### config.mk
export PLATFORM = sky130hd
export DESIGN_NAME = load_store_unit
export DESIGN_NICKNAME = d
export VERILOG_FILES = /design/src/rtl/core_pkg.sv /design/src/rtl/lsu_load_align.sv /design/src/rtl/load_store_unit.sv
export SDC_FILE = /design/constraint.sdc
export NUM_CORES = 1
export LEC_CHECK = 0
export CORE_MARGIN = 2
export CORE_UTILIZATION = 30
export DETAILED_ROUTE_END_ITERATION = 12
export PLACE_DENSITY = 0.59
export SYNTH_ARGS = -nofsm -noshare
export SYNTH_HDL_FRONTEND = slang
export SYNTH_SLANG_ARGS = --single-unit
export TNS_END_PERCENT = 50
### constraint.sdc
create_clock -name clk -period 4.3 [get_ports clk]
set_input_delay 0.86 -clock clk [delete_from_list [all_inputs] [get_ports clk]]
set_output_delay 0.86 -clock clk [all_outputs]
set_load 0.02 [all_outputs]
### src/rtl/core_pkg.sv
// core_pkg: shared Funct3 encodings, fault codes and LSU states for the core datapath.
package core_pkg;
    localparam logic [2:0] F3_B  = 3'b000;
    localparam logic [2:0] F3_H  = 3'b001;
    localparam logic [2:0] F3_W  = 3'b010;
    localparam logic [2:0] F3_BU = 3'b100;
    localparam logic [2:0] F3_HU = 3'b101;
    localparam logic [1:0] FLT_NONE     = 2'b00;
    localparam logic [1:0] FLT_MISALIGN = 2'b01;
    localparam logic [1:0] FLT_TIMEOUT  = 2'b10;
    localparam logic [1:0] LSU_IDLE = 2'b00;
    localparam logic [1:0] LSU_BUS  = 2'b01;
    localparam logic [1:0] LSU_RESP = 2'b10;
    // Undefined Funct3, unsigned stores, and halves/words off their natural alignment.
    function automatic logic lsu_illegal(input logic we, input logic [2:0] f3, input logic [1:0] off);
        return (f3[1:0] == 2'b11) || (f3[2:1] == 2'b11) || (we && f3[2]) ||
               (f3[1:0] == 2'b01 && off[0]) || (f3 == F3_W && off != 2'b00);
    endfunction
endpackage

### src/rtl/lsu_load_align.sv
// lsu_load_align: selects the byte/half at the offset and sign- or zero-extends it.
module lsu_load_align
    import core_pkg::*;
(
    input  logic [1:0]  off_i,
    input  logic [2:0]  funct3_i,
    input  logic [31:0] rdata_i,
    output logic [31:0] result_o
);
    logic [31:0] sh;
    assign sh = rdata_i >> {off_i, 3'b000};
    always_comb
        result_o = funct3_i == F3_B  ? {{24{sh[7]}}, sh[7:0]} :
                   funct3_i == F3_H  ? {{16{sh[15]}}, sh[15:0]} :
                   funct3_i == F3_BU ? {24'd0, sh[7:0]} :
                   funct3_i == F3_HU ? {16'd0, sh[15:0]} : sh;
endmodule

### src/rtl/load_store_unit.sv
// load_store_unit: byte/half/word loads and stores over a req/ack word bus,
// stalling the core until completion and flagging misalignment and bus timeouts.
module load_store_unit
    import core_pkg::*;
#(
    parameter int TIMEOUT = 16
) (
    input  logic        clk,
    input  logic        reset,
    input  logic        Start,
    input  logic        MemWrite,
    input  logic [2:0]  Funct3,
    input  logic [31:0] ALUResult,
    input  logic [31:0] WriteData,
    output logic [31:0] ReadData,
    output logic        Stall,
    output logic        Done,
    output logic [1:0]  Fault,
    output logic        mem_req,
    output logic        mem_we,
    output logic [31:0] mem_addr,
    output logic [3:0]  mem_wstrb,
    output logic [31:0] mem_wdata,
    input  logic [31:0] mem_rdata,
    input  logic        mem_ack
);
    logic [1:0]  state_q, state_d, off_q, off_d, fault_q, fault_d;
    logic [7:0]  cnt_q, cnt_d;
    logic        we_q, we_d;
    logic [2:0]  f3_q, f3_d;
    logic [3:0]  wstrb_q, wstrb_d;
    logic [31:0] addr_q, addr_d, wdata_q, wdata_d, rdata_q, rdata_d, load_val;

    lsu_load_align u_align (
        .off_i   (off_q),
        .funct3_i(f3_q),
        .rdata_i (mem_rdata),
        .result_o(load_val)
    );

    always_comb begin
        state_d = state_q;
        cnt_d   = cnt_q;
        we_d    = we_q;
        f3_d    = f3_q;
        off_d   = off_q;
        addr_d  = addr_q;
        wstrb_d = wstrb_q;
        wdata_d = wdata_q;
        rdata_d = rdata_q;
        fault_d = fault_q;
        if (state_q == LSU_IDLE) begin
            if (Start && lsu_illegal(MemWrite, Funct3, ALUResult[1:0])) begin
                state_d = LSU_RESP;
                fault_d = FLT_MISALIGN;
                rdata_d = 32'd0;
            end else if (Start) begin
                state_d = LSU_BUS;
                we_d    = MemWrite;
                f3_d    = Funct3;
                off_d   = ALUResult[1:0];
                addr_d  = {ALUResult[31:2], 2'b00};
                wstrb_d = !MemWrite ? 4'b0000 :
                          Funct3[1:0] == 2'b00 ? 4'b0001 << ALUResult[1:0] :
                          Funct3[1:0] == 2'b01 ? 4'b0011 << ALUResult[1:0] : 4'b1111;
                wdata_d = Funct3[1:0] == 2'b00 ? {4{WriteData[7:0]}} :
                          Funct3[1:0] == 2'b01 ? {2{WriteData[15:0]}} : WriteData;
            end
        end else if (state_q == LSU_BUS) begin
            cnt_d = cnt_q + 8'd1;
            // Ack beats a timeout landing in the same cycle.
            if (mem_ack) begin
                state_d = LSU_RESP;
                fault_d = FLT_NONE;
                rdata_d = we_q ? 32'd0 : load_val;
            end else if (cnt_d == TIMEOUT[7:0]) begin
                state_d = LSU_RESP;
                fault_d = FLT_TIMEOUT;
                rdata_d = 32'd0;
            end
        end else begin
            state_d = LSU_IDLE;
            cnt_d   = 8'd0;
        end
    end

    always_ff @(posedge clk or posedge reset) begin
        if (reset) begin
            state_q <= LSU_IDLE;
            cnt_q   <= 8'd0;
            we_q    <= 1'b0;
            f3_q    <= 3'd0;
            off_q   <= 2'd0;
            addr_q  <= 32'd0;
            wstrb_q <= 4'd0;
            wdata_q <= 32'd0;
            rdata_q <= 32'd0;
            fault_q <= FLT_NONE;
        end else begin
            state_q <= state_d;
            cnt_q   <= cnt_d;
            we_q    <= we_d;
            f3_q    <= f3_d;
            off_q   <= off_d;
            addr_q  <= addr_d;
            wstrb_q <= wstrb_d;
            wdata_q <= wdata_d;
            rdata_q <= rdata_d;
            fault_q <= fault_d;
        end
    end

    assign mem_req   = state_q == LSU_BUS;
    assign mem_we    = we_q;
    assign mem_addr  = addr_q;
    assign mem_wstrb = wstrb_q;
    assign mem_wdata = wdata_q;
    assign Done      = state_q == LSU_RESP;
    assign Stall     = mem_req || (state_q == LSU_IDLE && Start);
    assign ReadData  = rdata_q;
    assign Fault     = fault_q;
endmodule

==> summary.txt, run 1 <==
Clocking
  • Clock root buffer master: sky130_fd_sc_hd__clkbuf_16
  • Maximum level of the CTS H-tree: 4
  • Clock Pin Slew Worst Setup and Hold Paths: 0.05 ns
  • Clk Latency, worst-skew pair: 0.42 ns
  • Number of cells upsized or downsized after cts: 0
  • Post-CTS setup buffers: 0
  • CTS Buf Count: 17
  • Maximum clock insertion buffer count: 2
  • CTS tree: yes
  • Number of hold-repair buffers added at the cts stage: 0
  • CTS Sinks: 116

Power and ir drop
  • Power share of the sequential group: 32.7%
  • Clk pwr share: 31.0%
  • Power Density: 563 nW/µm²
  • Leakage: 3.84 nW
  • Sw Pwr: 0.00171 W
  • Peak supply drop: 0.315 mV
  • Combinational share of power: 36.4%
  • Internal power: 0.00323 W
  • Total Power: 0.00494 W
  • Net Sw Frac: 34.7%

Floorplanning
  • Die X: 144 µm
  • Floorplan row count: 51
  • Effective utilization at floorplan: 30.4%
  • Height of the die: 144 µm
  • Placeable core region: 19300 µm²
  • Overall die area: 20700 µm²
  • Ports placed on the boundary: 210

Logic synthesis
  • Share of flip-flops with an asynchronous set or reset after synthesis: 100%
  • Top area cells in the synthesized netlist: sky130_fd_sc_hd__dfrtp_1 (49%), sky130_fd_sc_hd__nand2_1 (13%), sky130_fd_sc_hd__mux2i_1 (7.2%)
  • Count of flip-flops with a built-in enable after synthesis: 0
  • Portion of the post-synthesis area used by sequential elements: 49.4%
  • Post-synthesis area per instance: 8.87 µm²
  • Number of synthesized register bits: 116
  • Share of the synthesized area in the top cell type: 49.4%
  • Synthesized netlist cell count: 662
  • Most used flip-flop cell after synthesis: sky130_fd_sc_hd__dfrtp_1
  • Yosys warning total: 0
  • Area of the mapped netlist: 5870 µm²
  • Leading area contributor after synthesis: sky130_fd_sc_hd__dfrtp_1
  • Post-synthesis cell type count: 48

Hold path
  • Hold path startpoint: mem_addr[7]
  • Endpoint, Worst Hold: mem_addr[7]
  • Kind of path behind the tightest hold check: reg -> reg
  • Worst hold path cell count: 2

Cells and area
  • Number of cells in the finished layout apart from fillers: 1131
  • Footprint of the multi-input gates: 2730 µm²
  • Antenna cell count: 0
  • Layout net count: 963
  • Register Area: 2900 µm²
  • Total of fill cells in the finished design: 1844
  • Layout overhead on the synthesized area: 49.5%
  • Share of final-layout standard cells stronger than drive strength 1: 6.00%

Worst setup path
  • Worst endpoint required time: 3.44 ns
  • Reg2Reg Launch Point: state_q[0]
  • Worst Path Class, Setup: in -> out
  • Crit end category: primary output
  • CP max FO: 3
  • Data arrival at the endpoint of the critical path: 2.27 ns
  • Worst reg-to-reg setup slack: 1.38 ns
  • Endpoint of the lowest-slack register-to-register path: ReadData[30]
  • Worst setup SP type: input pin
  • Depth of the worst register-to-register path: 5

Timing
  • Maximum clock rate: 320 MHz
  • Final critical path time including I/O delays and setup: 3.13 ns
  • Worst-margin pin slew: 1.05 ns
  • Total negative slack for setup checks: 0 ns
  • Final-report max-slew violation count: 0
  • Finish-stage setup viols: 0
  • Final hold vios: 0
  • Clock skew after layout: 0.0105 ns
  • Final clock period utilization by the worst path: 72.7%
  • Setup repair after global routing missed its margin: false
  • Worst max-slew margin expressed relative to the limit: 30.2%

Drt
  • Via-to-Cell Ratio: 4.73
  • Average wire per standard cell: 16.0 µm
  • DR iter-0 viols: 301
  • ANT nets after route: 0
  • Total wire length: 18100 µm
  • Post-detailed-route DRC marker count: 0
  • Via count: 5349
  • First-pass detailed-route iteration total: 6

Outcome
  • Result of the run: completed

GRT
  • Global router's overall resource usage: 18.1%
  • Wire length of the first global-routing pass: 28900 µm
  • Maximum number of pins on one net before global-route repair: 103
  • Global route overflow: 0
  • Via count of the first global-routing pass: 5175
  • Number of antenna violations at the first check in global routing: 0

Placement
  • Final HPWL DP: 12400 µm
  • Weighted congestion at the end of routability-driven global placement: 0.795
  • Placed cell count: 1099
  • Count of input and output buffers: 207

Run
  • Total of max-cap violations: 0
## power by group through the flow
| stage | combinational, W | sequential (W) | clock (W) |
|---|---|---|---|
| 2_1_floorplan | 0.000620 | 0.00193 | 0 |
| 3_3_place_gp | 0.00180 | 0.00162 | 0 |
| 3_5_place_dp | 0.00181 | 0.00162 | 0 |
| 4_1_cts | 0.00181 | 0.00162 | 0.00157 |
| 5_1_grt | 0.00195 | 0.00166 | 0.00162 |
| 6_report | 0.00180 | 0.00161 | 0.00153 |
## cell families (layout without fill, tap and decap cells)
group	count (synthesis)	in the layout	synth area share [%]
AND/OR/NAND/NOR	274	274	19.4
AO/OA/AOI/OAI	161	161	16.5
flip-flops	116	116	49.4
buffers and inverters	51	254	4.35
multiplexers	46	46	7.92
XOR/XNOR	7	7	1.04
adder cells (fa/ha/maj)	6	6	1.28
other	1	2	0.0639
## layout by cell type, fill, tap and decap left out, drive strengths merged, types with 2 or more instances in the layout
cell type,netlist,routed
or3,2,2
nor2b,14,14
clkbuf,16,21
mux2i,42,42
a21oi,25,25
o21ai,78,78
bufinv,0,4
nor3,2,2
a22oi,8,8
nor4,3,3
inv,6,7
clkinvlp,0,2
nand2,201,201
a21o,8,8
dfrtp,116,116
nand4,3,3
nand3,2,2
a2111oi,2,2
a221oi,9,9
a211oi,15,15
conb,1,2
buf,29,9
clkdlybuf4s50,0,207
a31oi,3,3
clkinv,0,4
o211ai,8,8
ha,6,6
and2,2,2
mux2,4,4
nor2,37,37
xor2,6,6
nand2b,3,3
## area by class of cell
type	instances	share of cell area, %
sequential	116	33.1
clock buffer	21	5.24
multi-input combinational	496	31.1
tap	265	3.78
inverter	6	0.285
timing repair buffer	216	24.5
clock inverter	11	2.00
## how the worst max path moves through the flow
stage | start | endpoint | slack, ns | depth (start not counted)
floorplan | reset | Fault[0] | 0.37 | 1
detailed placement | ALUResult[0] | state_q[0] | 0.86 | 7
CTS | Start | Stall | 1.16 | 4
global route | state_q[0] | mem_req | 1.08 | 2
finish | Start | Stall | 1.17 | 4
global placement | ALUResult[0] | state_q[0] | 0.91 | 7
## Yosys cell counts (9+ instances only)
cell and instances:
sky130_fd_sc_hd__clkbuf_1 14, sky130_fd_sc_hd__nor2b_1 14, sky130_fd_sc_hd__a211oi_1 15, sky130_fd_sc_hd__a221oi_1 9
sky130_fd_sc_hd__mux2i_1 42, sky130_fd_sc_hd__nor2_1 36, sky130_fd_sc_hd__o21ai_0 47, sky130_fd_sc_hd__a21oi_1 25
sky130_fd_sc_hd__nand2_1 201, sky130_fd_sc_hd__dfrtp_1 116, sky130_fd_sc_hd__buf_2 13, sky130_fd_sc_hd__o21ai_1 30
## per-stage QoR
stage	setup WS [ns]	hold WS (ns)	utilization, %	cell area (µm²)
detailed placement	0.862	0.462	42.1	8140
finish	1.17	0.470	45.4	8780
CTS	1.16	0.475	45.4	8780
global placement	0.912	0.457	42.1	8140
global route	1.08	0.492	45.4	8780
floorplan	0.368	0.515	-	5880
## state kept, by name, indices dropped and copies added (netlist names)
signal / count
ReadData: 32
mem_wdata: 32
mem_addr: 30
cnt_q: 8
mem_wstrb: 4
f3_q: 3
Fault: 2
off_q: 2
state_q: 2
mem_we: 1
## metal layers
metal  GRT usage, %  up-vias  wire, µm
met3           6.30       18      1580
met4           5.88        0       269
li1               -     2646         -
met2           27.0      196      8120
met5              0        -         0
met1           24.6     2489      8130
## worst max-delay path, stage by stage
cell                              delay [ns]
sky130_fd_sc_hd__clkdlybuf4s50_1        0.51
sky130_fd_sc_hd__nor2_1                 0.05
sky130_fd_sc_hd__nor2_1                 0.18
sky130_fd_sc_hd__clkdlybuf4s50_1        0.66
Note: power is estimated with default switching activity, not from simulation.
==> run 2: changes to the inputs <==
--- a/config.mk
+++ b/config.mk
@@ -8,7 +8,7 @@
 export CORE_MARGIN = 2
 export CORE_UTILIZATION = 30
 export DETAILED_ROUTE_END_ITERATION = 12
-export PLACE_DENSITY = 0.59
+export PLACE_DENSITY = 0.62
 export SYNTH_ARGS = -nofsm -noshare
 export SYNTH_HDL_FRONTEND = slang
 export SYNTH_SLANG_ARGS = --single-unit
==> constraint.sdc (replaced) <==
create_clock -name clk -period 2.8 [get_ports clk]
set_input_delay 0.56 -clock clk [delete_from_list [all_inputs] [get_ports clk]]
set_output_delay 0.56 -clock clk [all_outputs]
set_load 0.02 [all_outputs]
==> summary.txt, run 2 (synthesized netlist as in run 1, its figures left out) <==
Outcome
  • Result of the run: completed

Floorplanning
  • Placeable core region: 19300 µm²
  • Die X: 144 µm
  • Ports placed on the boundary: 210
  • Effective utilization at floorplan: 30.4%
  • Overall die area: 20700 µm²
  • Height of the die: 144 µm
  • Floorplan row count: 51

Placement
  • Count of input and output buffers: 207
  • Area after DPL: 8260 µm²
  • Weighted congestion at the end of routability-driven global placement: 0.814
  • Pre-CTS setup slack: 0.0757 ns
  • Final HPWL DP: 12400 µm

Power and ir drop
  • Clk pwr share: 29.0%
  • Power Density: 838 nW/µm²
  • Combinational share of power: 37.3%
  • Internal power: 0.00475 W
  • Leakage: 3.86 nW
  • Peak supply drop: 0.476 mV
  • Net Sw Frac: 35.8%
  • Power share of the sequential group: 33.8%
  • Sw Pwr: 0.00265 W

Worst setup path
  • Buffer and inverter count on the worst path: 1
  • Beginning of the critical path: state_q[1]
  • Critical path cell sequence: nor2b_1 -> clkdlybuf4s50_1
  • Reg2Reg Launch Point: state_q[1]
  • Top delay family on crit path: buffers and inverters
  • Depth of the worst register-to-register path: 5
  • Worst endpoint required time: 2.24 ns
  • Worst Path Class, Setup: reg -> out
  • Critical-path cell with the highest stage delay: sky130_fd_sc_hd__clkdlybuf4s50_1
  • Data arrival at the endpoint of the critical path: 2.05 ns
  • Endpoint of the lowest-slack register-to-register path: ReadData[26]
  • Worst reg-to-reg setup slack: 0.38 ns
  • Longest individual stage delay on the worst path: 0.71 ns
  • Crit path to: mem_req
  • Crit end category: primary output
  • Levels on crit path: 2
  • CP max FO: 12
  • Worst setup SP type: flip-flop

Timing
  • Final clock period utilization by the worst path: 93.1%
  • Worst max-slew margin expressed relative to the limit: 38.3%
  • Total negative slack for setup checks: 0 ns
  • Final-report max-slew violation count: 0
  • Setup repair after global routing missed its margin: false
  • Setup WS post-layout: 0.194 ns
  • Final hold vios: 0
  • Final critical path time including I/O delays and setup: 2.61 ns
  • Finish-stage setup viols: 0
  • Maximum clock rate: 384 MHz
  • Clock skew after layout: 0.0144 ns
  • Worst-margin pin slew: 0.919 ns

Drt
  • Total wire length: 17900 µm
  • Post-detailed-route DRC marker count: 0
  • Average wire per standard cell: 15.7 µm
  • ANT nets after route: 0
  • Via-to-Cell Ratio: 4.62
  • First-pass detailed-route iteration total: 4
  • DR iter-0 viols: 340
  • Via count: 5267

Cells and area
  • Commonest cells after routing, fill and taps aside: sky130_fd_sc_hd__clkdlybuf4s50_1 (207), sky130_fd_sc_hd__nand2_1 (201), sky130_fd_sc_hd__dfrtp_1 (116)
  • Layout net count: 971
  • Antenna cell count: 0
  • Share of final-layout standard cells stronger than drive strength 1: 7.09%
  • Design Area, Final: 8840 µm²
  • Layout overhead on the synthesized area: 50.5%
  • Most common cell after layout, fill and taps aside: sky130_fd_sc_hd__clkdlybuf4s50_1

GRT
  • Via count of the first global-routing pass: 5114
  • Global route overflow: 0
  • Number of antenna violations at the first check in global routing: 1
  • Wire length of the first global-routing pass: 28000 µm
  • Global router's overall resource usage: 17.6%
  • Maximum number of pins on one net before global-route repair: 117

Hold path
  • Kind of path behind the tightest hold check: reg -> reg
  • Worst hold path cell count: 2

Clocking
  • Maximum level of the CTS H-tree: 4
  • Maximum clock insertion buffer count: 2
  • Clock root buffer master: sky130_fd_sc_hd__clkbuf_16
  • Post-CTS setup buffers: 0
  • Number of cells upsized or downsized after cts: 0
  • Number of hold-repair buffers added at the cts stage: 0
  • CTS Sinks: 116
  • Clk Latency, worst-skew pair: 0.42 ns
  • CTS tree: yes
  • CTS Buf Count: 17
  • Clock Pin Slew Worst Setup and Hold Paths: 0.05 ns

Run
  • Total of max-cap violations: 0
run 2: cell types whose count changed in the layout (fill, tap and decap cells not counted), sizes merged:
cell / delta
buf: +8
clkbuf: -4
inv: -1
clkinvlp: +4
clkinv: +3
bufinv: -2
run 2: worst min-delay path by stage:
stage	from	endpoint	slack, ns
6_report	mem_addr[20]	mem_addr[20]	0.47
3_5_place_dp	mem_addr[15]	mem_addr[15]	0.46
4_1_cts	mem_addr[20]	mem_addr[20]	0.47
2_1_floorplan	f3_q[0]	f3_q[0]	0.51
3_3_place_gp	mem_addr[9]	mem_addr[9]	0.46
5_1_grt	mem_addr[15]	mem_addr[15]	0.50
run 2: layout make-up:
cell class | count | area, µm²
Clock buffer | 17 | 425
Clock inverter | 15 | 160
Fill cell | 1883 | 10500
Inverter | 6 | 26.3
Multi-Input combinational cell | 496 | 2730
Sequential cell | 116 | 2900
Tap cell | 265 | 332
Timing Repair Buffer | 224 | 2260
run 2: tightest hold or removal path, cell delays in order, from the launching register on:
cell and delay, ns:
sky130_fd_sc_hd__dfrtp_1 0.34, sky130_fd_sc_hd__nand2_1 0.05, sky130_fd_sc_hd__nand2_1 0.05
run 2: stage by stage:
step	instances	util (%)	hold WS, ns	power [W]
final	1139	45.7	0.471	0.00741
after global routing	1139	45.7	0.497	0.00783
after detailed placement	1107	42.7	0.461	0.00529
after global placement	1107	42.7	0.457	0.00527
after floorplan	663	-	0.515	0.00392
after CTS	1139	45.7	0.475	0.00750
run 2: layer usage:
layer / part of all wire (%) / track usage, % / up-vias / routed length [µm]
li1: - / - / 2659 / -
met1: 45 / 23.5 / 2410 / 8110
met2: 45 / 26.6 / 179 / 8070
met3: 8.2 / 6.40 / 17 / 1470
met4: 1.3 / 5.37 / 2 / 227
met5: 0.073 / 0 / - / 13
run 2: power groups by stage:
| stage | clock network (W) | logic [W] | registers (W) |
|---|---|---|---|
| CTS | 0.00221 | 0.00279 | 0.00250 |
| finish | 0.00214 | 0.00276 | 0.00250 |
| floorplan | 0 | 0.000953 | 0.00296 |
| global route | 0.00228 | 0.00299 | 0.00257 |
| global placement | 0 | 0.00276 | 0.00252 |
| detailed placement | 0 | 0.00278 | 0.00252 |
==> run 3: changes to the inputs <==
--- a/config.mk
+++ b/config.mk
@@ -8,7 +8,7 @@
 export CORE_MARGIN = 2
 export CORE_UTILIZATION = 30
 export DETAILED_ROUTE_END_ITERATION = 12
-export PLACE_DENSITY = 0.62
+export PLACE_DENSITY_LB_ADDON = 0.15
 export SYNTH_ARGS = -nofsm -noshare
 export SYNTH_HDL_FRONTEND = slang
 export SYNTH_SLANG_ARGS = --single-unit
==> summary.txt, run 3 (synthesized netlist as in run 1, its figures left out) <==
Timing
  • Worst-margin pin slew: 0.936 ns
  • Setup repair after global routing missed its margin: false
  • Maximum clock rate: 401 MHz
  • Final Hold Slack: 0.470 ns
  • Final-report max-slew violation count: 0
  • Finish-stage setup viols: 0
  • Setup WS post-layout: 0.308 ns
  • Clock skew after layout: 0.00716 ns
  • Final clock period utilization by the worst path: 89.0%
  • Total negative slack for setup checks: 0 ns
  • Worst max-slew margin expressed relative to the limit: 37.3%
  • Final hold vios: 0
  • Final critical path time including I/O delays and setup: 2.49 ns

GRT
  • Wire length of the first global-routing pass: 28800 µm
  • Global route overflow: 0
  • Global router's overall resource usage: 18.0%
  • Maximum number of pins on one net before global-route repair: 117
  • Number of antenna violations at the first check in global routing: 0
  • Met2 demand-to-capacity share in global routing: 25.8%
  • Via count of the first global-routing pass: 5208
  • Busiest layer in global routing: met2
  • Met3 track utilization from global routing: 7.93%
  • GR Util met1: 24.9%

Power and ir drop
  • Leakage: 3.91 nW
  • Peak supply drop: 0.458 mV
  • Power Density: 845 nW/µm²

Clocking
  • Maximum clock insertion buffer count: 2
  • Clk Latency, worst-skew pair: 0.41 ns
  • Post-CTS setup buffers: 0
  • Number of cells upsized or downsized after cts: 0
  • CTS Buf Count: 17
  • Number of hold-repair buffers added at the cts stage: 0
  • Clock Pin Slew Worst Setup and Hold Paths: 0.06 ns
  • CTS Sinks: 116
  • CTS tree: yes
  • Maximum level of the CTS H-tree: 4
  • Clock root buffer master: sky130_fd_sc_hd__clkbuf_16

Cells and area
  • Footprint of the multi-input gates: 2730 µm²
  • Antenna cell count: 0
  • Commonest cells after routing, fill and taps aside: sky130_fd_sc_hd__clkdlybuf4s50_1 (207), sky130_fd_sc_hd__nand2_1 (201), sky130_fd_sc_hd__dfrtp_1 (116)
  • Register Area: 2900 µm²
  • Total of fill cells in the finished design: 1897
  • Layout overhead on the synthesized area: 51.5%
  • Share of final-layout standard cells stronger than drive strength 1: 7.62%
  • Layout net count: 976
  • Most common cell after layout, fill and taps aside: sky130_fd_sc_hd__clkdlybuf4s50_1
  • Design Area, Final: 8900 µm²
  • Number of cells in the finished layout apart from fillers: 1144

Drt
  • Via count: 5293
  • DR iter-0 viols: 331
  • Average wire per standard cell: 15.9 µm
  • Via-to-Cell Ratio: 4.63
  • Total wire length: 18100 µm
  • First-pass detailed-route iteration total: 4
  • Post-detailed-route DRC marker count: 0
  • ANT nets after route: 0

Worst setup path
  • Worst endpoint required time: 2.24 ns
  • Critical path cell sequence: clkdlybuf4s50_1 -> nor2_1 -> nor2_1 -> clkdlybuf4s50_1
  • Worst Path Class, Setup: in -> out
  • Crit end category: primary output
  • Critical-path cell with the highest stage delay: sky130_fd_sc_hd__clkdlybuf4s50_1
  • Buffer and inverter count on the worst path: 2
  • Worst setup SP type: input pin
  • Data arrival at the endpoint of the critical path: 1.93 ns
  • CP max FO: 3
  • Top delay family on crit path: buffers and inverters
  • Longest individual stage delay on the worst path: 0.64 ns

Placement
  • Placed cell count: 1112
  • Count of input and output buffers: 207
  • Area after DPL: 8290 µm²
  • Pre-CTS setup slack: 0.124 ns
  • Final HPWL DP: 12500 µm
  • Weighted congestion at the end of routability-driven global placement: 0.777

Floorplanning
  • Placeable core region: 19300 µm²
  • Height of the die: 144 µm
  • Floorplan row count: 51
  • Effective utilization at floorplan: 30.4%
  • Overall die area: 20700 µm²
  • Die X: 144 µm
  • Ports placed on the boundary: 210

Outcome
  • Result of the run: completed

Hold path
  • Kind of path behind the tightest hold check: reg -> reg

Run
  • Total of max-cap violations: 0
## run 3: cell count changes in the layout (fill, tap and decap cells not counted), sizes merged
cell      change
clkinv        +1
bufinv        +1
inv           +1
buf           +5
clkinvlp      -3
## run 3: path summary, 6_finish.rpt
check / end / slack (ns) / start / depth (start not counted)
hold reg to reg: mem_addr[28] / 0.47 / mem_addr[28] / 2
setup / recovery: Stall / 0.31 / Start / 4
hold / removal: mem_addr[28] / 0.47 / mem_addr[28] / 2
max in group asynchronous: ReadData[27] / 1.56 / reset / 3
min in group asynchronous: mem_wdata[29] / 0.65 / reset / 3
setup reg to reg: ReadData[26] / 0.61 / cnt_q[0] / 7
## run 3: worst reg2reg max path: stages (launching register included)
cell                      delay, ns
sky130_fd_sc_hd__dfrtp_1       0.43
sky130_fd_sc_hd__ha_1          0.31
sky130_fd_sc_hd__or3_1         0.38
sky130_fd_sc_hd__nand2_1       0.09
sky130_fd_sc_hd__a31oi_1       0.14
sky130_fd_sc_hd__nor2_2        0.16
sky130_fd_sc_hd__buf_4         0.36
sky130_fd_sc_hd__o21ai_0       0.19
## run 3: report_power, final
part           internal, W  total [W]  leakage, nW  switching [W]
Combinational      0.00131    0.00279         2.11        0.00148
Clock              0.00140    0.00224        0.294       0.000835
Sequential         0.00214    0.00249         1.50       0.000346
## run 3: stage by stage
| step | power, W | utilization (%) |
|---|---|---|
| finish | 0.00752 | 46.0 |
| global route | 0.00799 | 46.0 |
| CTS | 0.00763 | 46.0 |
| detailed placement | 0.00532 | 42.9 |
| global placement | 0.00531 | 42.9 |
| floorplan | 0.00392 | - |
## run 3: per-layer routing
layer,share of wire [%],vias to the layer above
met1,47,2461
met2,43,150
met3,8.7,12
met4,0.72,0
li1,-,2670
met5,0,-
## run 3: layout make-up
class,instances,area share (%)
multi-input cells,496,30.7
flip-flops and latches,116,32.6
inverters,6,0.295
clock buffers,17,4.78
well taps,265,3.73
clock inverters,15,2.04
repair buffers,229,25.8
